## config.mk

```make
export PLATFORM = sky130hd
export DESIGN_NAME = input_unloader_flat
export DESIGN_NICKNAME = d
export VERILOG_FILES = /design/src/rtl/input_unloader_if.sv /design/src/rtl/input_unloader.sv /design/src/flat_wrapper.sv
export SDC_FILE = /design/constraint.sdc
export NUM_CORES = 1
export LEC_CHECK = 0
export ABC_AREA = 1
export ABC_CLOCK_PERIOD_IN_PS = 4300
export CAP_MARGIN = 20
export CORE_AREA = 3 3 96 134
export CTS_CLUSTER_SIZE = 12
export DETAILED_ROUTE_END_ITERATION = 10
export DIE_AREA = 0 0 99 137
export PLACE_DENSITY = 0.76
export SKIP_CTS_REPAIR_TIMING = 1
export SYNTH_ARGS = -nofsm -noshare
export SYNTH_HDL_FRONTEND = slang
export SYNTH_SLANG_ARGS = --single-unit
```

## constraint.sdc

```tcl
create_clock -name clk -period 4.3 [get_ports clk]
set_clock_uncertainty 0.05 [all_clocks]
set_input_delay 0.43 -clock clk [delete_from_list [all_inputs] [get_ports clk]]
set_output_delay 0.43 -clock clk [all_outputs]
set_load 0.03 [all_outputs]
```

## src/rtl/input_unloader_if.sv

```systemverilog
// Byte-stream input and reassembled-frame output bundle for input_unloader.
// master drives the stream and observes frames; slave is the unloader itself.
interface input_unloader_if #(
  parameter int W = 32
);
  logic         ena;
  logic [7:0]   in_byte;
  logic         busy;
  logic         valid;
  logic         frame_err;
  logic [W-1:0] word_a;
  logic [W-1:0] word_b;
  logic [2:0]   mode_out;

  modport master (
    output ena, in_byte,
    input  busy, valid, frame_err, word_a, word_b, mode_out
  );

  modport slave (
    input  ena, in_byte,
    output busy, valid, frame_err, word_a, word_b, mode_out
  );
endinterface

```

## src/rtl/input_unloader.sv

```systemverilog
// Reassembles two W-bit words (A then B, MSB nibble first) plus a 3-bit mode
// from a nibble-serial byte stream; flags frames broken by gaps or mode changes.
module input_unloader #(
  parameter int W = 32
) (
  input  logic              clk,
  input  logic              rst,
  input_unloader_if.slave   bus
);
  localparam int NIB = W / 4;
  localparam int CW  = (NIB > 1) ? $clog2(NIB) : 1;
  localparam logic [CW-1:0] LAST = CW'(NIB - 1);

  typedef enum logic [1:0] {IDLE, RECV_A, RECV_B} state_t;

  state_t         state, state_next;
  logic [CW-1:0]  cnt, cnt_next;
  logic [W-1:0]   shift_reg, shift_next, hold_a;
  logic [2:0]     mode_cap;
  logic [W-1:0]   word_a_r, word_b_r;
  logic [2:0]     mode_out_r;
  logic           valid_r, frame_err_r;

  logic           shift_en, cap_mode, load_hold, commit, abort;
  logic           rdy;
  logic [2:0]     mode_in;
  logic [3:0]     nib;

  assign mode_in    = bus.in_byte[7:5];
  assign rdy        = bus.in_byte[4];
  assign nib        = bus.in_byte[3:0];
  assign shift_next = (shift_reg << 4) | W'(nib);

  always_ff @(posedge clk or posedge rst) begin
    if (rst) begin
      state <= IDLE;
      cnt   <= '0;
    end else begin
      state <= state_next;
      cnt   <= cnt_next;
    end
  end

  // A byte whose mode differs from the captured one aborts the frame and is
  // discarded, even though its rdy bit would otherwise start a new frame.
  always_comb begin
    state_next = state;
    cnt_next   = cnt;
    shift_en   = 1'b0;
    cap_mode   = 1'b0;
    load_hold  = 1'b0;
    commit     = 1'b0;
    abort      = 1'b0;
    if (bus.ena) begin
      case (state)
        IDLE: begin
          if (rdy) begin
            cap_mode = 1'b1;
            shift_en = 1'b1;
            if (NIB == 1) begin
              load_hold  = 1'b1;
              cnt_next   = '0;
              state_next = RECV_B;
            end else begin
              cnt_next   = CW'(1);
              state_next = RECV_A;
            end
          end
        end
        RECV_A, RECV_B: begin
          if (rdy && (mode_in == mode_cap)) begin
            shift_en = 1'b1;
            if (cnt == LAST) begin
              cnt_next = '0;
              if (state == RECV_A) begin
                load_hold  = 1'b1;
                state_next = RECV_B;
              end else begin
                commit     = 1'b1;
                state_next = IDLE;
              end
            end else begin
              cnt_next = cnt + CW'(1);
            end
          end else begin
            abort      = 1'b1;
            cnt_next   = '0;
            state_next = IDLE;
          end
        end
        default: begin
          state_next = IDLE;
          cnt_next   = '0;
        end
      endcase
    end
  end

  // Pulses default low every edge so they last exactly one cycle regardless of ena.
  always_ff @(posedge clk or posedge rst) begin
    if (rst) begin
      shift_reg   <= '0;
      hold_a      <= '0;
      mode_cap    <= '0;
      word_a_r    <= '0;
      word_b_r    <= '0;
      mode_out_r  <= '0;
      valid_r     <= 1'b0;
      frame_err_r <= 1'b0;
    end else begin
      valid_r     <= commit;
      frame_err_r <= abort;
      if (shift_en)  shift_reg <= shift_next;
      if (cap_mode)  mode_cap  <= mode_in;
      if (load_hold) hold_a    <= shift_next;
      if (commit) begin
        word_a_r   <= hold_a;
        word_b_r   <= shift_next;
        mode_out_r <= mode_cap;
      end
    end
  end

  assign bus.busy      = (state != IDLE);
  assign bus.valid     = valid_r;
  assign bus.frame_err = frame_err_r;
  assign bus.word_a    = word_a_r;
  assign bus.word_b    = word_b_r;
  assign bus.mode_out  = mode_out_r;
endmodule

```

## src/flat_wrapper.sv

```systemverilog
// flat-port wrapper written by rule: the top's interface ports become plain ports
module input_unloader_flat 
#(
  parameter int W = 32
)
  (clk, rst, bus_ena, bus_in_byte, bus_busy, bus_valid, bus_frame_err, bus_word_a, bus_word_b, bus_mode_out);
  input_unloader_if #(.W(W)) bus_i ();
  input  logic clk;
  input  logic rst;
  input wire logic [$bits(bus_i.ena)-1:0] bus_ena;
  input wire logic [$bits(bus_i.in_byte)-1:0] bus_in_byte;
  output wire logic [$bits(bus_i.busy)-1:0] bus_busy;
  output wire logic [$bits(bus_i.valid)-1:0] bus_valid;
  output wire logic [$bits(bus_i.frame_err)-1:0] bus_frame_err;
  output wire logic [$bits(bus_i.word_a)-1:0] bus_word_a;
  output wire logic [$bits(bus_i.word_b)-1:0] bus_word_b;
  output wire logic [$bits(bus_i.mode_out)-1:0] bus_mode_out;
  assign bus_i.ena = bus_ena;
  assign bus_i.in_byte = bus_in_byte;
  assign bus_busy = bus_i.busy;
  assign bus_valid = bus_i.valid;
  assign bus_frame_err = bus_i.frame_err;
  assign bus_word_a = bus_i.word_a;
  assign bus_word_b = bus_i.word_b;
  assign bus_mode_out = bus_i.mode_out;
  input_unloader #(.W(W)) u_core (.clk(clk), .rst(rst), .bus(bus_i));
endmodule
```

==> metrics.csv <==
stage,metric,value,unit
timing,relSlewSlack,37.92,%
timing,worst_pin_slew,931.2,ps
synthesis,ys_seq_area_share,60.11,%
critical_path,rr_endpoint,u_core.hold_a[22],
synthesis,synth_seq_cells,137,
clock_tree,cts_tree,yes,
drt,post-route-drc-count,0,
power_and_ir_drop,switchingPower,0.001036,W
global_routing,grt_use_met2,35.28,%
place,dp_hpwl,8.084,mm
power_and_ir_drop,p_leak,3.814,nW
drt,num_vias,4577,
worst_hold_path,whs_path_depth,2,
power_and_ir_drop,seqPwrFrac,45.3,%
timing,period_minus_slack,2547,ps
clock_tree,htree_levels,4,
power_and_ir_drop,cellPowerDensity,496.8,mW/mm^2
critical_path,worst_r2r_path_depth,9,
synthesis,synth_area,0.005703,mm^2
synthesis,ys_types,18,
final_layout,nets,728,
critical_path,cp_common_cell,nand2_1,
power_and_ir_drop,pwr-share-clk,41.4,%
critical_path,r2r_start,u_core.cnt[0],
place,gp_congestion,0.8920,
floorplanning,core_area,0.01182,mm^2
worst_hold_path,min_path_type,reg -> reg,
power_and_ir_drop,internal_power,0.002521,W
place,post-place-ws,1574,ps
floorplanning,die_h,137,um
power_and_ir_drop,comb_power_share,13.3,%
synthesis,post-synth-top-area-cell,dfrtp_1,
synthesis,synth_edf_count,0,
clock_tree,clk_path_buf_depth,2,
critical_path,r2r_slack,1750,ps
place,port_buffers,80,
global_routing,grt_pass1_vias,4623,
synthesis,synth_warnings,0,
timing,setup_ws,1753,ps
global_routing,grt_pass1_wl,22.02,mm
job,maxCapViolCount,0,
power_and_ir_drop,ir_worst_vdd,0.3145,mV
global_routing,grt.busiest_layer,met2,
floorplanning,boundaryPins,81,
critical_path,critPathSlowestCell,nand4_1,
critical_path,cp_num_buf_inv,3,
clock_tree,clock_sinks,137,
timing,finalHoldViolCount,0,
drt,drt_first_pass_iters,5,
timing,setup_tns,0,ps
drt,drtIter0Drc,264,
timing,post-route-period-util,59.22,%
floorplanning,die_width,99,um
outcome,status,"complete, no violations",
worst_hold_path,worstHoldStart,u_core.bus.word_b[18],
global_routing,met1_usage,24.32,%
clock_tree,numCtsBuffers,17,
synthesis,synth_top_area_share,60.11,%
drt,viasPerCell,5.255,
synthesis,syn_avg_cell_area,8.842,um^2
synthesis,synthTopCellsByCount,"nand2_1, dfrtp_1, nand3_1, nand4_1, clkbuf_1",
floorplanning,die-area,0.01356,mm^2
final_layout,fillers,1015,
global_routing,grt_max_degree,101,
global_routing,grtUsageTotal,20.25,%
synthesis,syn_inst,645,
timing,grt_setup_unrepaired,no,
global_routing,grt_util_met3,5.966,%
timing,finalSetupViolations,0,
clock_tree,ctsRootBufferMaster,clkbuf_16,
synthesis,synth.most_common_cell,nand2_1,
floorplanning,initial_utilization,48.25,%
critical_path,crit_family,buffers and inverters,
critical_path,cp.arrival,2790,ps
final_layout,diodes,0,
synthesis,synth_fp_nets,662,
final_layout,drive_gt1_share,7.182,%
synthesis,async_flop_share,100.0,%
synthesis,ys.flop_type,dfrtp_1,
critical_path,crit_chain,ha_1 -> ha_1 -> nand2_1 -> inv_1 -> buf_4 -> nand4_1 -> buf_4 -> nand2_1 -> nand2_1,
clock_tree,insertion_delay,420,ps
drt,wirelength,12.74,mm
global_routing,grt_overflow,0,
power_and_ir_drop,switching_share,29.11,%
critical_path,critPathMaxFanout,33,
final_layout,synthToLayoutAreaGrowth,25.54,%
timing,fmax,392.7,MHz
drt,wl_per_cell,14.62,um
critical_path,end_kind,register,
floorplanning,rows,47,
critical_path,worstSetupPathType,reg -> reg,
critical_path,cp-start-kind,register,
synthesis,yosys-top-cells-area,"dfrtp_1, nand2_1, nand3_1",
worst_hold_path,whs_endpoint,u_core.bus.word_b[18],
drt,drt.antenna.violating_nets,0,
critical_path,required,4550,ps
timing,slew_violations,0,
global_routing,antenna_found_initial,0,
critical_path,cpPeakStageDelay,540,ps
clock_tree,clk_pin_slew_worst_paths,60,ps
## layout make-up
cell class / instances / area (um^2) / area share [%]
sequential: 137 / 3428 / 47.89
multi-input combinational: 446 / 1977 / 27.61
tap: 147 / 183.9 / 2.569
inverter: 19 / 76.32 / 1.066
clock inverter: 11 / 145.1 / 2.027
timing repair buffer: 90 / 888.4 / 12.41
clock buffer: 21 / 460.4 / 6.431
## layer usage
metal | share of wire (%) | vias to the layer above
li1 | - | 2218
met1 | 41 | 2213
met2 | 53 | 131
met3 | 4.7 | 15
met4 | 1.2 | 0
met5 | 0 | -
## worst max-delay path by stage
stage / startpoint / to / cells after the start
floorplan: rst / u_core.bus.frame_err / 1
global placement: bus_in_byte[5] / u_core.bus.word_a[13] / 10
detailed placement: bus_ena / u_core.hold_a[18] / 8
CTS: u_core.cnt[0] / u_core.hold_a[22] / 9
global route: u_core.cnt[0] / u_core.hold_a[23] / 9
finish: u_core.cnt[0] / u_core.hold_a[22] / 9
## cell usage in the layout (no fill, tap or decap)
cell             count
a21oi_1              2
buf_12               1
buf_4                9
bufinv_16            3
clkbuf_1             2
clkbuf_16           17
clkbuf_8             2
clkdlybuf4s50_1     80
clkinv_2             3
clkinv_4             1
clkinvlp_4           3
dfrtp_1            137
ha_1                 6
inv_1               14
inv_2                4
inv_6                2
nand2_1            288
nand2_2              2
nand3_1             99
nand4_1             35
nor2_1               2
nor2_2               3
nor2_4               2
nor3_1               1
o21ai_0              6
## logic make-up after synthesis
logic type	share of synthesized area [%]
AO/OA/AOI/OAI	0.7021
buffers and inverters	5.441
adder cells (fa/ha/maj)	1.316
flip-flops	60.11
AND/OR/NAND/NOR	32.43
## power by group through the flow
stage          sequential [W]  clock [W]  combinational [W]
2_1_floorplan         0.00157          0           0.000374
3_3_place_gp          0.00162          0           0.000452
3_5_place_dp          0.00163          0           0.000469
4_1_cts               0.00161    0.00150           0.000476
5_1_grt               0.00164    0.00156           0.000541
6_report              0.00161    0.00147           0.000473
## through the flow
stage / total power [W] / util (%) / area (um^2) / instances / hold slack, ps
finish: 0.003557 / 60.57 / 7159 / 871 / 416.9
global route: 0.003732 / 60.57 / 7159 / 871 / 442.7
CTS: 0.003584 / 60.57 / 7159 / 871 / 424.7
detailed placement: 0.002100 / 55.45 / 6554 / 839 / 411.2
global placement: 0.002076 / 55.28 / 6534 / 838 / 407.1
floorplan: 0.001949 / - / 5703 / 645 / 400.2
## worst reg2reg max path: cells and delay by family, from the launching register on
kind / cells / cell delay (ps)
adders and majority gates: 2 / 350
buffers and inverters: 3 / 830
DFF: 1 / 370
and+or+nand+nor: 4 / 830
Power figures use the tool's default switching activity.
